--- src/rtl/isb_prefetch_buffer_if.sv ---
// Bundle of the prefetch, memory and demand channels of the ISB stream buffer.
// The buffer is the slave; the prefetcher, memory and demand side together form the master.
interface isb_prefetch_buffer_if #(
  parameter int DEPTH = 4,
  parameter int AW    = 16,
  parameter int DW    = 16
);
  localparam int CW = $clog2(DEPTH) + 1;

  logic          pf_v;
  logic [AW-1:0] pf_addr;
  logic          pf_drop;

  logic          mem_req_v;
  logic [AW-1:0] mem_req_addr;
  logic          mem_req_ack;
  logic          mem_resp_v;
  logic [DW-1:0] mem_resp_data;

  logic          dmd_v;
  logic [AW-1:0] dmd_addr;
  logic          dmd_hit;
  logic [DW-1:0] dmd_data;

  logic [CW-1:0] count;

  modport slave (
    input  pf_v, pf_addr, mem_req_ack, mem_resp_v, mem_resp_data, dmd_v, dmd_addr,
    output pf_drop, mem_req_v, mem_req_addr, dmd_hit, dmd_data, count
  );

  modport master (
    output pf_v, pf_addr, mem_req_ack, mem_resp_v, mem_resp_data, dmd_v, dmd_addr,
    input  pf_drop, mem_req_v, mem_req_addr, dmd_hit, dmd_data, count
  );
endinterface

--- src/rtl/isb_prefetch_buffer.sv ---
// Stream buffer behind the ISB prefetcher: dedups candidates, issues them to memory in
// lowest-index order, buffers in-order responses and serves demand hits out of the buffer.
module isb_prefetch_buffer #(
  parameter int DEPTH = 4,
  parameter int AW    = 16,
  parameter int DW    = 16
) (
  input  logic                  clk,
  input  logic                  rst_n,
  isb_prefetch_buffer_if.slave  pb_if
);

  localparam int IW = $clog2(DEPTH);
  localparam int CW = IW + 1;

  typedef enum logic [1:0] {
    ST_INVALID,
    ST_QUEUED,
    ST_PENDING,
    ST_READY
  } entry_st_e;

  entry_st_e     state_q [DEPTH];
  entry_st_e     state_d [DEPTH];
  logic [AW-1:0] addr_q  [DEPTH];
  logic [DW-1:0] data_q  [DEPTH];

  // Issue-order FIFO of entry indices; pointers carry one wrap bit.
  logic [IW-1:0] fifo_q  [DEPTH];
  logic [CW-1:0] wr_ptr_q, wr_ptr_d;
  logic [CW-1:0] rd_ptr_q, rd_ptr_d;

  logic          pf_drop_q, pf_drop_d;
  logic          dmd_hit_q, dmd_hit_d;
  logic [DW-1:0] dmd_data_q, dmd_data_d;

  logic          free_v;
  logic [IW-1:0] free_idx;
  logic          queued_v;
  logic [IW-1:0] queued_idx;
  logic          pf_dup;
  logic          dmd_match;
  logic [IW-1:0] dmd_idx;
  logic [CW-1:0] valid_cnt;

  logic          issue;
  logic          fifo_empty;
  logic          pop;
  logic [IW-1:0] head_idx;
  logic          alloc;
  logic          dmd_ready_hit;
  logic          dmd_cancel;

  // Start-of-cycle lookups shared by alloc, issue and demand.
  // NOTE: every variable written in always_comb gets a default first, so no latch is inferred.
  always_comb begin
    free_v     = 1'b0;
    free_idx   = '0;
    queued_v   = 1'b0;
    queued_idx = '0;
    pf_dup     = 1'b0;
    dmd_match  = 1'b0;
    dmd_idx    = '0;
    valid_cnt  = '0;
    // Scan downward so the last hit found is the lowest index.
    for (int i = DEPTH - 1; i >= 0; i--) begin
      if (state_q[i] == ST_INVALID) begin
        free_v   = 1'b1;
        free_idx = IW'(i);
      end
      if (state_q[i] == ST_QUEUED) begin
        queued_v   = 1'b1;
        queued_idx = IW'(i);
      end
    end
    for (int i = 0; i < DEPTH; i++) begin
      if (state_q[i] != ST_INVALID) begin
        valid_cnt = valid_cnt + CW'(1);
        if (addr_q[i] == pb_if.pf_addr) pf_dup = 1'b1;
        if (addr_q[i] == pb_if.dmd_addr) begin
          dmd_match = 1'b1;
          dmd_idx   = IW'(i);
        end
      end
    end
  end

  assign issue      = queued_v && pb_if.mem_req_ack;
  assign fifo_empty = (wr_ptr_q == rd_ptr_q);
  assign pop        = pb_if.mem_resp_v && !fifo_empty;
  assign head_idx   = fifo_q[rd_ptr_q[IW-1:0]];
  assign alloc      = pb_if.pf_v && !pf_dup && free_v;

  assign dmd_ready_hit = pb_if.dmd_v && dmd_match && (state_q[dmd_idx] == ST_READY);
  // An ack on the same QUEUED entry takes priority over the cancel.
  assign dmd_cancel    = pb_if.dmd_v && dmd_match && (state_q[dmd_idx] == ST_QUEUED) &&
                         !(issue && (queued_idx == dmd_idx));

  // Entry FSMs: the indices touched in one cycle are distinct, except the ack/cancel
  // collision, which the cancel term already excludes.
  always_comb begin
    for (int i = 0; i < DEPTH; i++) state_d[i] = state_q[i];
    wr_ptr_d   = wr_ptr_q;
    rd_ptr_d   = rd_ptr_q;
    pf_drop_d  = pb_if.pf_v && !alloc;
    dmd_hit_d  = dmd_ready_hit;
    dmd_data_d = dmd_ready_hit ? data_q[dmd_idx] : '0;

    if (alloc)         state_d[free_idx] = ST_QUEUED;
    if (dmd_ready_hit) state_d[dmd_idx]  = ST_INVALID;
    if (dmd_cancel)    state_d[dmd_idx]  = ST_INVALID;
    if (issue) begin
      state_d[queued_idx] = ST_PENDING;
      wr_ptr_d            = wr_ptr_q + CW'(1);
    end
    if (pop) begin
      state_d[head_idx] = ST_READY;
      rd_ptr_d          = rd_ptr_q + CW'(1);
    end
  end

  // NOTE: sequential state uses non-blocking assignments so every register samples start-of-cycle values.
  always_ff @(posedge clk or negedge rst_n) begin
    if (!rst_n) begin
      for (int i = 0; i < DEPTH; i++) state_q[i] <= ST_INVALID;
      wr_ptr_q   <= '0;
      rd_ptr_q   <= '0;
      pf_drop_q  <= 1'b0;
      dmd_hit_q  <= 1'b0;
      dmd_data_q <= '0;
    end else begin
      for (int i = 0; i < DEPTH; i++) state_q[i] <= state_d[i];
      wr_ptr_q   <= wr_ptr_d;
      rd_ptr_q   <= rd_ptr_d;
      pf_drop_q  <= pf_drop_d;
      dmd_hit_q  <= dmd_hit_d;
      dmd_data_q <= dmd_data_d;
    end
  end

  // NOTE: payload arrays are not reset; they are only read while the owning entry or FIFO slot is live.
  always_ff @(posedge clk) begin
    if (alloc) addr_q[free_idx] <= pb_if.pf_addr;
    if (pop)   data_q[head_idx] <= pb_if.mem_resp_data;
    if (issue) fifo_q[wr_ptr_q[IW-1:0]] <= queued_idx;
  end

  assign pb_if.mem_req_v    = queued_v;
  assign pb_if.mem_req_addr = queued_v ? addr_q[queued_idx] : '0;
  assign pb_if.pf_drop      = pf_drop_q;
  assign pb_if.dmd_hit      = dmd_hit_q;
  assign pb_if.dmd_data     = dmd_data_q;
  assign pb_if.count        = valid_cnt;

endmodule

--- src/flat_wrapper.sv ---
// flat-port wrapper written by rule: the top's interface ports become plain ports
module isb_prefetch_buffer_flat 
#(
  parameter int DEPTH = 4,
  parameter int AW    = 16,
  parameter int DW    = 16
)
  (clk, rst_n, pb_if_pf_v, pb_if_pf_addr, pb_if_mem_req_ack, pb_if_mem_resp_v, pb_if_mem_resp_data, pb_if_dmd_v, pb_if_dmd_addr, pb_if_pf_drop, pb_if_mem_req_v, pb_if_mem_req_addr, pb_if_dmd_hit, pb_if_dmd_data, pb_if_count);
  isb_prefetch_buffer_if #(.DEPTH(DEPTH), .AW(AW), .DW(DW)) pb_if_i ();
  input  logic clk;
  input  logic rst_n;
  input wire logic [$bits(pb_if_i.pf_v)-1:0] pb_if_pf_v;
  input wire logic [$bits(pb_if_i.pf_addr)-1:0] pb_if_pf_addr;
  input wire logic [$bits(pb_if_i.mem_req_ack)-1:0] pb_if_mem_req_ack;
  input wire logic [$bits(pb_if_i.mem_resp_v)-1:0] pb_if_mem_resp_v;
  input wire logic [$bits(pb_if_i.mem_resp_data)-1:0] pb_if_mem_resp_data;
  input wire logic [$bits(pb_if_i.dmd_v)-1:0] pb_if_dmd_v;
  input wire logic [$bits(pb_if_i.dmd_addr)-1:0] pb_if_dmd_addr;
  output wire logic [$bits(pb_if_i.pf_drop)-1:0] pb_if_pf_drop;
  output wire logic [$bits(pb_if_i.mem_req_v)-1:0] pb_if_mem_req_v;
  output wire logic [$bits(pb_if_i.mem_req_addr)-1:0] pb_if_mem_req_addr;
  output wire logic [$bits(pb_if_i.dmd_hit)-1:0] pb_if_dmd_hit;
  output wire logic [$bits(pb_if_i.dmd_data)-1:0] pb_if_dmd_data;
  output wire logic [$bits(pb_if_i.count)-1:0] pb_if_count;
  assign pb_if_i.pf_v = pb_if_pf_v;
  assign pb_if_i.pf_addr = pb_if_pf_addr;
  assign pb_if_i.mem_req_ack = pb_if_mem_req_ack;
  assign pb_if_i.mem_resp_v = pb_if_mem_resp_v;
  assign pb_if_i.mem_resp_data = pb_if_mem_resp_data;
  assign pb_if_i.dmd_v = pb_if_dmd_v;
  assign pb_if_i.dmd_addr = pb_if_dmd_addr;
  assign pb_if_pf_drop = pb_if_i.pf_drop;
  assign pb_if_mem_req_v = pb_if_i.mem_req_v;
  assign pb_if_mem_req_addr = pb_if_i.mem_req_addr;
  assign pb_if_dmd_hit = pb_if_i.dmd_hit;
  assign pb_if_dmd_data = pb_if_i.dmd_data;
  assign pb_if_count = pb_if_i.count;
  isb_prefetch_buffer #(.DEPTH(DEPTH), .AW(AW), .DW(DW)) u_core (.clk(clk), .rst_n(rst_n), .pb_if(pb_if_i));
endmodule
--- config.mk ---
export PLATFORM = sky130hd
export DESIGN_NAME = isb_prefetch_buffer_flat
export DESIGN_NICKNAME = d
export VERILOG_FILES = /design/src/rtl/isb_prefetch_buffer_if.sv /design/src/rtl/isb_prefetch_buffer.sv /design/src/flat_wrapper.sv
export SDC_FILE = /design/constraint.sdc
export NUM_CORES = 1
export LEC_CHECK = 0
export ABC_AREA = 1
export CAP_MARGIN = 25
export CORE_ASPECT_RATIO = 1.2
export CORE_MARGIN = 5
export CORE_UTILIZATION = 35
export DETAILED_ROUTE_END_ITERATION = 10
export GPL_ROUTABILITY_DRIVEN = 0
export PLACE_DENSITY = 0.61
export SYNTH_ARGS = -nofsm -noshare
export SYNTH_HDL_FRONTEND = slang
export SYNTH_SLANG_ARGS = --single-unit
--- constraint.sdc ---
create_clock -name clk -period 4.4 [get_ports clk]
set_input_delay 1.1 -clock clk [delete_from_list [all_inputs] [get_ports clk]]
set_output_delay 1.1 -clock clk [all_outputs]
set_load 0.005 [all_outputs]
==> results.rst <==
.. list-table::
   :header-rows: 1

   * - Metric
     - Value
   * - Slew headroom
     - between 40% and 50%
   * - Post-route clock period utilization
     - about 97%
   * - Sequential area share after synthesis
     - between 50% and 60%
   * - Final-report max-slew violation count
     - 0
   * - Switching part of the total
     - between 20% and 30%
   * - Hold Path Class
     - reg2reg
   * - CTS tree
     - yes
   * - Result of the run
     - completed
   * - Final HPWL from detailed placement
     - 21440 um
   * - Multi-input gate area in the final layout
     - about 3600 um2
   * - Maximum vdd drop
     - about 320 uV
   * - Post-layout net count
     - between 1000 and 1500
   * - Vias in the first global route
     - 7588
   * - Top-level port count
     - between 90 and 100
   * - Post-route clock skew
     - between 0.01 and 0.015 ns
   * - Max-capacitance violation count
     - 0
   * - Share of synthesized registers carrying an async set or reset
     - a little under a fifth
   * - Register area
     - between 4000 and 5000 um2
   * - Final core utilization
     - between 40 and 50%
   * - Minimum clock period
     - ~4.3 ns
   * - Post-Synthesis Cell Area
     - ~9000 um2
   * - DRC violation count after routing
     - 0
   * - Number of buffers between clock root and the deepest sink
     - 2
   * - Startpoint Class
     - flop
   * - Endpoints failing hold
     - 0
   * - CP max-delay cell
     - sky130_fd_sc_hd__clkdlybuf4s50_1
   * - Residual overflow from global routing
     - 0
   * - Worst stage delay on the critical path
     - between 0.5 and 0.6 ns
   * - Overall Global Routing Usage
     - ~20%
   * - Die footprint
     - roughly 30000 um2
   * - Mapped Cells
     - about 1100
   * - Start-to-end type of the worst setup path
     - reg2out
   * - Yosys top cell area share
     - between 40 and 50%
   * - Combinational Power Share
     - ~15%
   * - Std cell rows
     - 64
   * - Area of the core
     - around 26000 um2
   * - Filler cell count in the final layout
     - ~2500
   * - Post-synthesis net count
     - around 1100
   * - Total Neg Setup Slack
     - 0 ns
   * - Met2 routed WL
     - between 10000 and 15000 um
   * - Worst-Skew Late Latency
     - around 0.45 ns
   * - Biggest area consumer among synthesized cells
     - sky130_fd_sc_hd__edfxtp_1
   * - Number of synthesized register bits
     - approximately 170
   * - DRT Wirelength
     - 28490 um
   * - CTS HTree Levels
     - 4
   * - Fmax achieved
     - between 200 and 250 MHz
   * - Share of post-route cells with drive strength above 1
     - under 10%
   * - Number of synthesized flops with an enable pin
     - between 100 and 150
   * - Static power due to leakage
     - around 4.8 nW
   * - Number of instances resized during post-cts repair
     - 0
   * - Hold buffer count at cts
     - 0
   * - Via-to-Cell Ratio
     - around 5.1
   * - Actual slew at the worst max-slew pin
     - ~0.79 ns
   * - Cell-internal power
     - around 3.0 mW
   * - Maximum number of pins on one net before global-route repair
     - 33
   * - Initial antenna violation count
     - 1
   * - Cell-by-cell listing of the critical path
     - inv_1, o21ai_0, nand2_1, inv_1, nand2_2, buf_4, o22ai_1, inv_1, a31oi_1, clkdlybuf4s50_1
   * - Area growth from synthesis to layout
     - 21.15%
   * - RSZ-0062 raised after global routing
     - no
   * - Die width
     - around 160 um
   * - Share of power burned in registers
     - 48.5%
   * - Final antenna-violating net count
     - 0
   * - Met1 Routed Length
     - around 12000 um
   * - Vias
     - 7756
   * - N_diodes
     - 0
   * - Main synth FF type
     - sky130_fd_sc_hd__edfxtp_1
   * - Top delay family on crit path
     - buffers and inverters
   * - Data required time of the critical path
     - approximately 3.3 ns
   * - Synthesis Warnings
     - 0
   * - First drt pass iteration count
     - 6
   * - Commonest cells in the netlist
     - 344 x sky130_fd_sc_hd__nand2_1, 136 x sky130_fd_sc_hd__edfxtp_1, 124 x sky130_fd_sc_hd__inv_1
   * - Root buffer cell
     - sky130_fd_sc_hd__clkbuf_16
   * - Clock sink count
     - between 150 and 200
   * - Net Sw Power
     - approximately 1.2 mW
   * - Syn avg cell area
     - 8.589 um2
   * - Quantity of I/O buffers inserted on ports
     - 91
   * - Drt first-iter violations
     - approximately 800
   * - Vertical die dimension
     - between 150 and 200 um
   * - Top layer reached by signal wires
     - met5
   * - Ratio of total power to cell area
     - 376.1 nW/um2
   * - Starting density of the core
     - around 36%
   * - First-pass GRT wire length
     - roughly 44000 um
   * - Type of destination of the critical path
     - primary output
   * - WL/cell
     - 18.83 um
   * - Post-synthesis cell type count
     - between 40 and 50
   * - Top post-synthesis cells by area
     - sky130_fd_sc_hd__edfxtp_1 45%, sky130_fd_sc_hd__nand2_1 14%, sky130_fd_sc_hd__dfrtp_1 8.8%, sky130_fd_sc_hd__inv_1 5.1%, sky130_fd_sc_hd__nor2_1 4.9%
   * - CP dominant cell by count
     - sky130_fd_sc_hd__inv_1
   * - Crit-path max FO
     - 9
   * - Clock group share of total power
     - between 30% and 40%
   * - Clock transition at path regs
     - 0.07 ns
   * - Final Setup Violations
     - 0
   * - Met3 routed WL
     - approximately 2100 um
   * - Data arrival time at the worst-slack endpoint
     - approximately 3.2 ns
   * - Most instantiated library cell after synthesis
     - sky130_fd_sc_hd__nand2_1
   * - Post-CTS Setup Bufs
     - 0
   * - TritonCTS Buffers
     - 17
   * - Total buffers and inverters traversed by the critical path
     - 5
## final cells by class
class                           count  area share [%]
Timing Repair Buffer              105           9.149
Inverter                          145           4.971
Multi-Input combinational cell    733           32.61
Tap cell                          330           3.736
Clock buffer                       17           3.850
Sequential cell                   168           44.20
Clock inverter                     15           1.483
## per-stage QoR
stage               power [mW]  std cells  setup WS [ns]  hold WS, ns  cell area, um2
finish                   4.157       1513         0.1423       0.4937           11050
global route             4.347       1513       0.005344       0.5144           11050
CTS                      4.186       1513         0.1047       0.4988           11050
detailed placement       2.685       1481         0.5874       0.4893           10460
global placement         2.670       1481         0.6385       0.4770           10460
floorplan                2.414       1062          1.571       0.4632            9121
## cell usage in the layout (no fill, tap or decap), types with 3 or more instances in the layout
cell type,instances
sky130_fd_sc_hd__a21oi_1,26
sky130_fd_sc_hd__a31oi_1,11
sky130_fd_sc_hd__a41oi_1,3
sky130_fd_sc_hd__buf_4,14
sky130_fd_sc_hd__clkbuf_16,17
sky130_fd_sc_hd__clkdlybuf4s50_1,90
sky130_fd_sc_hd__clkinv_4,3
sky130_fd_sc_hd__dfrtp_1,32
sky130_fd_sc_hd__edfxtp_1,136
sky130_fd_sc_hd__ha_1,9
sky130_fd_sc_hd__inv_1,124
sky130_fd_sc_hd__inv_2,18
sky130_fd_sc_hd__inv_6,3
sky130_fd_sc_hd__inv_8,5
sky130_fd_sc_hd__nand2_1,342
sky130_fd_sc_hd__nand2_2,4
sky130_fd_sc_hd__nand2_4,3
sky130_fd_sc_hd__nand3_1,53
sky130_fd_sc_hd__nand3_2,3
sky130_fd_sc_hd__nand4_1,9
sky130_fd_sc_hd__nor2_1,118
sky130_fd_sc_hd__nor2_2,13
sky130_fd_sc_hd__nor2_4,4
sky130_fd_sc_hd__nor3_1,8
sky130_fd_sc_hd__o21ai_0,29
sky130_fd_sc_hd__o21ai_1,3
sky130_fd_sc_hd__o221ai_1,3
sky130_fd_sc_hd__o22ai_1,19
sky130_fd_sc_hd__xnor2_1,23
sky130_fd_sc_hd__xor2_1,31
## registers in the layout, indices dropped and copies added, names as in the netlist
register	count
u_core.pb_if.dmd_data	16
u_core.addr_q	64
u_core.data_q	64
u_core.wr_ptr_q	3
u_core.rd_ptr_q	3
u_core.state_q	8
u_core.pb_if.dmd_hit	1
u_core.fifo_q	8
u_core.pb_if.pf_drop	1
## power by group through the flow
| stage | logic (mW) | clock network [mW] | registers [mW] |
|---|---|---|---|
| 2_1_floorplan | 0.382 | 0 | 2.03 |
| 3_3_place_gp | 0.623 | 0 | 2.05 |
| 3_5_place_dp | 0.634 | 0 | 2.05 |
| 4_1_cts | 0.637 | 1.53 | 2.02 |
| 5_1_grt | 0.710 | 1.60 | 2.03 |
| 6_report | 0.631 | 1.51 | 2.02 |
## kinds of logic after synthesis
family,after synthesis,share of synthesized area (%)
adders and majority gates,9,1.235
buffers and inverters,161,7.051
xor gates and xnor gates,54,5.185
DFF,168,53.55
and+or+nand+nor,567,26.34
AOI/OAI and AO/OA,103,6.639
## per-layer routing
| layer | vias to the layer above | GRT usage [%] |
|---|---|---|
| met5 | - | 0 |
| met4 | 2 | 10.49 |
| met3 | 91 | 3.819 |
| met2 | 395 | 31.15 |
| met1 | 3601 | 25.09 |
| li1 | 3667 | - |
## path summary, 6_finish.rpt
| check | from | endpoint | slack, ns | cells past startpoint |
|---|---|---|---|---|
| max in group asynchronous | rst_n | u_core.pb_if.dmd_data[6]$_DFF_PN0_ | 3.17 | 1 |
| worst max register to register | u_core.state_q[3]$_DFF_PN0_ | u_core.addr_q[3][4]$_DFFE_PP_ | 1.87 | 12 |
| min in group asynchronous | rst_n | u_core.pb_if.pf_drop$_DFF_PN0_ | 0.72 | 1 |
| worst min-delay path | u_core.wr_ptr_q[2]$_DFFE_PN0P_ | u_core.wr_ptr_q[2]$_DFFE_PN0P_ | 0.49 | 1 |
| worst min register to register | u_core.wr_ptr_q[2]$_DFFE_PN0P_ | u_core.wr_ptr_q[2]$_DFFE_PN0P_ | 0.49 | 1 |
| worst max-delay path | u_core.state_q[0]$_DFF_PN0_ | pb_if_mem_req_addr[5] | 0.14 | 10 |
(Power assumes the default switching activity.)
